**config.mk**
```make
export PLATFORM = sky130hd
export DESIGN_NAME = nibble_serial_adder_ctrl
export DESIGN_NICKNAME = d
export VERILOG_FILES = /design/src/rtl/nibble_serial_adder_ctrl.sv
export SDC_FILE = /design/constraint.sdc
export NUM_CORES = 1
export LEC_CHECK = 0
export CAP_MARGIN = 15
export CORE_ASPECT_RATIO = 0.75
export CORE_MARGIN = 5
export CORE_UTILIZATION = 51
export CTS_BUF_LIST = sky130_fd_sc_hd__clkbuf_4 sky130_fd_sc_hd__clkbuf_8 sky130_fd_sc_hd__clkbuf_16
export CTS_CLUSTER_SIZE = 25
export DETAILED_ROUTE_END_ITERATION = 10
export HOLD_SLACK_MARGIN = 0.12
export PLACE_DENSITY = 0.94
export SLEW_MARGIN = 25
export SYNTH_ARGS = -nofsm -noshare
export SYNTH_HDL_FRONTEND = slang
export SYNTH_SLANG_ARGS = --single-unit
```
**constraint.sdc**
```tcl
create_clock -name clk -period 3.5 [get_ports clk]
set_input_delay 0.35 -clock clk [delete_from_list [all_inputs] [get_ports clk]]
set_output_delay 0.35 -clock clk [all_outputs]
set_load 0.01 [all_outputs]
```
**src/rtl/nibble_serial_adder_ctrl.sv**
```systemverilog
// nibble_serial_adder_ctrl: wide unsigned add by sequencing one external 4-bit adder slice LSB nibble first.
module nibble_serial_adder_ctrl #(
  parameter int WIDTH = 16
) (
  input  logic             clk,
  input  logic             rst,
  input  logic             in_valid,
  output logic             in_ready,
  input  logic [WIDTH-1:0] in_a,
  input  logic [WIDTH-1:0] in_b,
  input  logic             in_cin,
  output logic             out_valid,
  input  logic             out_ready,
  output logic [WIDTH:0]   out_sum,
  output logic             busy,
  output logic [3:0]       adder_a,
  output logic [3:0]       adder_b,
  output logic             adder_cin,
  input  logic [4:0]       adder_sum
);
  localparam int NIB = WIDTH / 4;
  localparam int IW = NIB > 1 ? $clog2(NIB) : 1;
  localparam logic [IW-1:0] LAST = IW'(NIB - 1);
  typedef enum logic [1:0] {IDLE, RUN, DONE} state_t;
  state_t state, state_nxt;
  logic [IW-1:0] idx;
  logic carry_reg, last;
  logic [WIDTH-1:0] a_reg, b_reg;
  logic [WIDTH:0] sum_reg;
  assign last = idx == LAST;
  always_ff @(posedge clk or posedge rst)
    if (rst) state <= IDLE;
    else state <= state_nxt;
  always_comb begin
    state_nxt = state;
    state_nxt = state == IDLE ? (in_valid ? RUN : IDLE) :
                state == RUN  ? (last ? DONE : RUN) :
                                (out_ready ? IDLE : DONE);
  end
  assign in_ready  = state == IDLE && !rst;
  assign busy      = state != IDLE;
  assign out_valid = state == DONE;
  assign out_sum   = sum_reg;
  // The slice is combinational: its sum is captured in the same cycle its operands are driven.
  assign adder_a   = state == RUN ? a_reg[4*idx +: 4] : '0;
  assign adder_b   = state == RUN ? b_reg[4*idx +: 4] : '0;
  assign adder_cin = state == RUN ? carry_reg : 1'b0;
  always_ff @(posedge clk or posedge rst)
    if (rst) begin
      idx       <= '0;
      carry_reg <= 1'b0;
      a_reg     <= '0;
      b_reg     <= '0;
      sum_reg   <= '0;
    end else if (state == IDLE && in_valid) begin
      idx       <= '0;
      carry_reg <= in_cin;
      a_reg     <= in_a;
      b_reg     <= in_b;
    end else if (state == RUN) begin
      sum_reg[4*idx +: 4] <= adder_sum[3:0];
      carry_reg <= adder_sum[4];
      idx       <= last ? '0 : idx + 1'b1;
      if (last) sum_reg[WIDTH] <= adder_sum[4];
    end
endmodule

```
### Word-level counts from Yosys, hierarchy flattened

Cells that the tools add are included.

| operators by class | value |
|---|---|
| equal/unequal tests | 3 |
| multiplexer cells | 15 |
| add/sub/neg operators | 2 |
| reduce and logical (&&, ||, !) cells | 7 |
| shift operators | 4 |
| bitwise operators | 1 |

Operators by type and width:

| kind | count |
|---|---|
| 4-bit negator with 34-bit output | 1 |
| 4-bit by 34-bit variable shift with 17-bit output, first input constant | 1 |
| 4-bit by 34-bit indexed part select with 17-bit output | 1 |
| 16-bit by 5-bit indexed part select with 4-bit output | 2 |
| 17-bit bitwise mux | 1 |
| 2-bit two-way mux | 7 |
| 4-bit two-way mux | 2 |
| 1-bit two-way mux | 5 |
| 2-bit equality test, second input constant | 2 |
| 2-bit nonzero test | 2 |
| 2-bit by 1-bit adder with 2-bit output, second input constant | 1 |
| 2-bit by 1-bit equality test with 1-bit output, second input constant | 1 |
| 1-bit logical AND | 2 |
| 2-bit logical NOT | 1 |
| 2-bit AND reduction | 1 |
| 1-bit logical NOT | 1 |
| 1-bit NOT | 1 |

| word-level totals | value |
|---|---|
| bits in registers | 54 |
| output and inout port bits | 29 |
| word-level logic and storage cells | 38 |
| input port bits | 42 |

### Depth between registers and ports, before layout

Gate-level depths: netlist of run 1.

| logic depth | value |
|---|---|
| depth after elaboration | 4 |
| gate-level depth with buffers | 7 |
| mapped depth without buffers | 5 |

### Worst setup path after synthesis of run 1

No wires, ideal clock.

| timing path | value |
|---|---|
| kind | flip-flop to flip-flop |
| start | register idx[1] |
| end | register sum_reg[16], in the netlist out_sum[16] |
| path buffers | 1 |
| data arrival time | 1.915 ns |
| required time | 3.423 ns |
| setup time | 0.077 ns |
| cell stages (with the launch flop) | 7 |
| path slack | 1.508 ns |
| cells stage by stage | dfrtp_1 > clkbuf_1 > inv_1 > ha_1 > nand2b_1 > or4_1 > a21oi_1 |

| between the ends | value |
|---|---|
| longest elaborated chain between the ends | 4 |

RTL lines:

| element | RTL line | text |
|---|---|---|
| start, declared | 26 | `logic [IW-1:0] idx;` |
| start signal, assigned | 63 | `idx <= last ? '0 : idx + 1'b1;` |
| 4-bit negator with 34-bit output | 61 | `sum_reg[4*idx +: 4] <= adder_sum[3:0];` |
| 4-bit by 34-bit indexed part select with 17-bit output / 4-bit by 34-bit variable shift with 17-bit output (equally long branches) | 61 |  |
| 17-bit bitwise mux | 61 |  |
| 1-bit two-way mux * | 64 | `if (last) sum_reg[WIDTH] <= adder_sum[4];` |
| end signal, assigned by index | 61 |  |
| end signal, assigned by index | 64 |  |
| end, declared | 29 | `logic [WIDTH:0] sum_reg;` |

Every way passes the cells marked *; elsewhere a longest branch is shown, timed or not.
A chain may end at the register's enable or synchronous reset.

### Worst setup path in the final report of run 1

| timing path | value |
|---|---|
| start | register idx[0] |
| end | output port adder_a[3] |

| between the ends | value |
|---|---|
| longest elaborated chain between the ends | 2 |

RTL lines:

| element | RTL line | text |
|---|---|---|
| 16-bit by 5-bit indexed part select with 4-bit output | 45 | `assign adder_a = state == RUN ? a_reg[4*idx +: 4] : '0;` |
| 4-bit two-way mux | 45 |  |
| end, declared | 16 | `output logic [3:0] adder_a,` |

Every way passes these cells.

==> results.yml, run 1 <==
sta:
  min_period_over_period_pct: 83.2
  hold_viol: 0
  worst_pin_slew_ns: 0.901
  rsz0062_at_grt: "no"
  relSlewSlack_pct: 39.9
  totalNegativeSetupSlack_ns: 0
  setup_violations: 0
  clock_skew_ns: 0.00917
  max_freq_mhz: 344
  period_minus_slack_ns: 2.91
  slew_viol_final: 0
synth:
  yosysSeqAreaShare_pct: 52.6
  syn_inst: 241
  synth-simple-area-share_pct: 24.1
  synth_edf_count: 0
  synth_area_per_cell_um2: 10.7
  synth-main-ff-cell: "dfrtp_1"
  synth_compound_area_share_pct: 7.30
  synth_cell_types: 31
  synth_fa_ha_area_share_pct: 3.41
  syn_area_um2: 2570
  synth_top_family_by_area: "simple AND/OR/NAND/NOR gates"
  synthArstFlopShare_pct: 100
  synth_most_common_cell: "nand2_1"
  synth-xor-area-share_pct: 0
  netlist.area_leader.share_pct: 52.6
  synth_top_cells_by_area: "dfrtp_1, nand2_1, a22o_1, mux4_1, mux4_2"
  netlist_top_cells_count: "nand2_1, dfrtp_1, a22o_1"
  ys_ff_latch: 54
  yosysTopAreaCell: "dfrtp_1"
  ys.warnings.count: 0
  syn_nets: 290
  synth.area.mux_share_pct: 7.59
clock_network:
  ctsResizeCount: 0
  cts_tree: "built"
  cts_hold_buf: 0
  cts_buffer_depth: 2
  cts_root_buf: "clkbuf_8"
  cts_buffers: 5
  clk_latency_ns: 0.30
  clock-sinks: 54
  postCtsSetupRepairBufs: 0
  path_clk_slew_ns: 0.09
  ctsHtreeMaxLevel: 2
die:
  die_w_um: 92.0
  core_area_um2: 4900
  rows: 22
  design.die.area_um2: 6570
  die_h_um: 71.5
  num_io_pins: 71
  initial_core_util_pct: 52.5
worst_setup_path:
  critPathLaunch: "idx[0]"
  cp-start-kind: "flip-flop"
  slowest_stage: "dfrtp_1"
  arrival_ns: 2.56
  crit_family: "flip-flops"
  cp_cell_sequence: "mux4_1 > and2_1 > clkdlybuf4s50_1"
  cpPeakStageDelay_ns: 0.94
  crit_type: "reg -> out"
  path_buf_inv: 1
  setup.worst_path.end_class: "output pin"
  cp.required_ns: 3.15
  reg2reg_from: "idx[0]"
  cp_max_fo: 18
global_routing:
  grtUsageTotal_pct: 18.4
  grt_max_degree: 55
  grt_pass1_wl_um: 9540
  grt_pass1_vias: 2036
  antenna_found_initial: 0
  overflow: 0
route:
  wl_per_cell_um: 16.0
  vias_per_cell: 5.32
  ant_nets: 0
  wl_um: 5900
  vias: 1957
  detail_route.iter0.violations: 46
  remaining_drc_errors: 0
  first_pass_iters: 4
cells_and_area:
  largest_register_ffs: 17
  areaGrowthSynthToFinish_pct: 30.5
  drive_gt1_share_pct: 7.79
  finish.instance_area_um2: 3350
  final_nets: 356
  n_antenna_cell: 0
outcome:
  status: "finished clean"
placed_design:
  place_area_um2: 3260
  place.gp.congestion: 0.788
  dp_hpwl_um: 4320
  port_buffers: 70
pwr:
  ir_drop_uv: 427
  p_per_area_nw_per_um2: 863
  power_leakage_uw: 0.00159
hold_path:
  hp-start: "a_reg[1]"
  hp-class: "reg -> reg"
job:
  maxCapViolations: 0
==> cell families after synthesis <==
logic type               after synthesis
AND/OR/NAND/NOR                      130
flip-flops                            54
AO/OA/AOI/OAI                         24
buffers and inverters                 18
multiplexers                           8
adder cells (fa/ha/maj)                7
==> power by group <==
part	internal (uW)	switching, uW
Clock	168	186
Sequential	912	249
Combinational	749	632
Total	1830	1070
==> placed cells by master (no fill, tap or decap), drive strengths merged <==
cell type      instances
nand2                101
nand2b                 3
clkinv                 1
nor3b                  1
nor2b                  1
dfrtp                 54
and2                   9
ha                     7
o41ai                  2
mux4                   8
a22o                  14
or2                    1
nand3b                 4
or4                    1
a22oi                  1
nand3                  2
buf                    2
o31ai                  2
o21ai                  2
a21oi                  3
clkbuf                 7
nor4b                  2
or3b                   1
nor4                   2
inv                    5
nor2                   2
clkdlybuf4s50         70
==> layer usage <==
layer  share of wire [%]  global-route usage, %
met4                0.81                   4.78
met1                  43                   23.1
met3                 5.1                   4.83
met5                   0                      0
met2                  51                   32.1
==> final timing paths <==
kind,endpoint,slack [ns],cells past startpoint
worst min register to register,a_reg[1],0.48,2
worst max register to register,out_sum[16],0.93,5
worst max-delay path,adder_a[3],0.59,3
max in group asynchronous,b_reg[14],2.52,2
worst min-delay path,a_reg[1],0.48,2
min in group asynchronous,out_sum[3],0.50,2
==> final cells by class <==
type / instances / area, um^2
clock buffer: 7 / 90.1
clock inverter: 1 / 5.00
fill: 391 / 1550
inverter: 5 / 21.3
multi-input combinational: 169 / 1100
sequential: 54 / 1350
tap: 60 / 75.1
timing repair buffer: 72 / 716
==> tightest hold or removal path, cell delays in order, from the launching register on <==
cell and delay [ns]:
dfrtp_1 0.35, nand2_1 0.05, nand2_1 0.05
==> metrics by stage <==
stage          utilization, %  hold WS [ns]  std cells  total power, uW  setup slack [ns]
3_3_place_gp             66.5         0.449        360             2490             0.981
5_1_grt                  68.5         0.489        368             3090             0.477
2_1_floorplan               -         0.437        241             2020              1.51
6_report                 68.5         0.478        368             2900             0.589
4_1_cts                  68.5         0.479        368             2930             0.573
3_5_place_dp             66.5         0.457        360             2570             0.924
Note: power is estimated with default switching activity, not from simulation.
==> run 2: changes to the inputs <==
--- a/config.mk
+++ b/config.mk
@@ -8,12 +8,12 @@
 export CAP_MARGIN = 15
 export CORE_ASPECT_RATIO = 0.75
 export CORE_MARGIN = 5
-export CORE_UTILIZATION = 51
+export CORE_UTILIZATION = 43
 export CTS_BUF_LIST = sky130_fd_sc_hd__clkbuf_4 sky130_fd_sc_hd__clkbuf_8 sky130_fd_sc_hd__clkbuf_16
 export CTS_CLUSTER_SIZE = 25
 export DETAILED_ROUTE_END_ITERATION = 10
 export HOLD_SLACK_MARGIN = 0.12
-export PLACE_DENSITY = 0.94
+export PLACE_DENSITY = 0.86
 export SLEW_MARGIN = 25
 export SYNTH_ARGS = -nofsm -noshare
 export SYNTH_HDL_FRONTEND = slang
==> constraint.sdc (replaced) <==
create_clock -name clk -period 2.5 [get_ports clk]
set_input_delay 0.25 -clock clk [delete_from_list [all_inputs] [get_ports clk]]
set_output_delay 0.25 -clock clk [all_outputs]
set_load 0.01 [all_outputs]
==> results.yml, run 2 (synthesis results as in run 1) <==
worst_setup_path:
  arrival_ns: 2.10
  crit_family: "multiplexers"
  reg2reg_from: "idx[0]"
  cp-start-kind: "flip-flop"
  setup.worst_path.end_class: "output pin"
  cp_cell_sequence: "mux4_1 > and2_1 > clkdlybuf4s50_1"
  cpPeakStageDelay_ns: 0.57
  reg2reg_to: "out_sum[16]"
  ff2ff_path_depth: 6
  cp.required_ns: 2.25
  crit_type: "reg -> out"
  reg2reg_slack_ns: 0.25
  path_buf_inv: 1
  cp_max_fo: 9
  slowest_stage: "mux4_1"
route:
  detail_route.iter0.violations: 88
  first_pass_iters: 4
  vias_per_cell: 5.08
  vias: 1995
  wl_um: 5910
  remaining_drc_errors: 0
  wl_per_cell_um: 15.0
  ant_nets: 0
sta:
  rsz0062_at_grt: "no"
  relSlewSlack_pct: 67.0
  worst_pin_slew_ns: 0.495
  totalNegativeSetupSlack_ns: 0
  slew_viol_final: 0
  hold_viol: 0
  period_minus_slack_ns: 2.35
  fin_ws_ns: 0.148
  setup_violations: 0
  min_period_over_period_pct: 94.1
  max_freq_mhz: 425
  clock_skew_ns: 0.00436
clock_network:
  cts_buffer_depth: 2
  clk_latency_ns: 0.31
  postCtsSetupRepairBufs: 0
  ctsHtreeMaxLevel: 2
  clock-sinks: 54
  cts_buffers: 5
  cts_tree: "built"
  cts_root_buf: "clkbuf_8"
  path_clk_slew_ns: 0.09
die:
  die_w_um: 99.3
  die_h_um: 77.0
  rows: 24
  design.die.area_um2: 7640
  initial_core_util_pct: 44.3
  num_io_pins: 71
  core_area_um2: 5800
global_routing:
  antenna_found_initial: 0
  grt_max_degree: 35
  grtUsageTotal_pct: 16.3
  overflow: 0
  grt_pass1_wl_um: 10100
  grt_pass1_vias: 2023
placed_design:
  dp_hpwl_um: 4380
  dp_slack_ns: 0.111
  port_buffers: 70
  place_area_um2: 3330
  place.gp.congestion: 0.853
pwr:
  ir_drop_uv: 476
  pwr-share-seq_pct: 36.9
  swShare_pct: 36.2
  clock_power_share_pct: 13.8
  p_int_uw: 2670
  combPwrFrac_pct: 49.3
  p_per_area_nw_per_um2: 1220
  switchingPower_uw: 1510
  power_leakage_uw: 0.00163
hold_path:
  hp-class: "in -> async"
cells_and_area:
  mostFrequentLayoutCell: "nand2_1"
  largest_register_ffs: 17
  finish.instance_area_um2: 3440
  areaGrowthSynthToFinish_pct: 33.9
  drive_gt1_share_pct: 9.84
  layout_common_cells: "nand2_1, clkdlybuf4s50_1, dfrtp_1"
  final_nets: 363
  n_antenna_cell: 0
  fin_util_pct: 59.4
job:
  maxCapViolations: 0
outcome:
  status: "finished clean"
-- run 2: cell type report --
cell class	count	area [um^2]
Multi-Input combinational cell	169	1100
Inverter	5	18.8
Sequential cell	54	1350
Tap cell	78	97.6
Timing Repair Buffer	79	768
Fill cell	490	2350
Clock inverter	3	40.0
Clock buffer	5	68.8
-- run 2: per-layer routing --
layer	share of wire, %	wire length (um)	vias up	global-route usage, %
li1	-	-	953	-
met2	45	2640	59	24.8
met1	48	2820	975	23.3
met5	0	0	-	0
met3	6.6	389	8	4.26
met4	0.96	57	0	4.09
-- run 2: worst max-delay path by stage --
stage                start           to  slack [ns]  cells past startpoint
global placement    idx[0]  out_sum[16]        0.23                      6
detailed placement  idx[0]  out_sum[16]        0.11                      6
global route        idx[0]   adder_b[3]        0.07                      3
floorplan           idx[1]  out_sum[16]        0.51                      6
finish              idx[0]   adder_a[1]        0.15                      3
CTS                 idx[0]   adder_a[1]        0.12                      3
-- run 2: power groups by stage --
| stage | logic, uW | clock network (uW) | registers (uW) |
|---|---|---|---|
| 3_3_place_gp | 2010 | 0 | 1540 |
| 2_1_floorplan | 1310 | 0 | 1520 |
| 4_1_cts | 2080 | 585 | 1550 |
| 6_report | 2060 | 576 | 1540 |
| 5_1_grt | 2270 | 623 | 1610 |
| 3_5_place_dp | 2070 | 0 | 1570 |
-- run 2: what timing repair did --
| action | CTS | global route |
|---|---|---|
| setup endpoints to repair | 6 | 0 |
| hold buffers | 0 | 0 |
| gates resized for setup | 1 | 0 |
-- run 2: per-stage QoR --
step | hold WS (ns) | total power, uW | cells
after floorplan | 0.346 | 2820 | 241
after global placement | 0.450 | 3550 | 385
after detailed placement | 0.455 | 3640 | 385
after CTS | 0.260 | 4220 | 393
after global routing | 0.301 | 4500 | 393
final | 0.261 | 4180 | 393
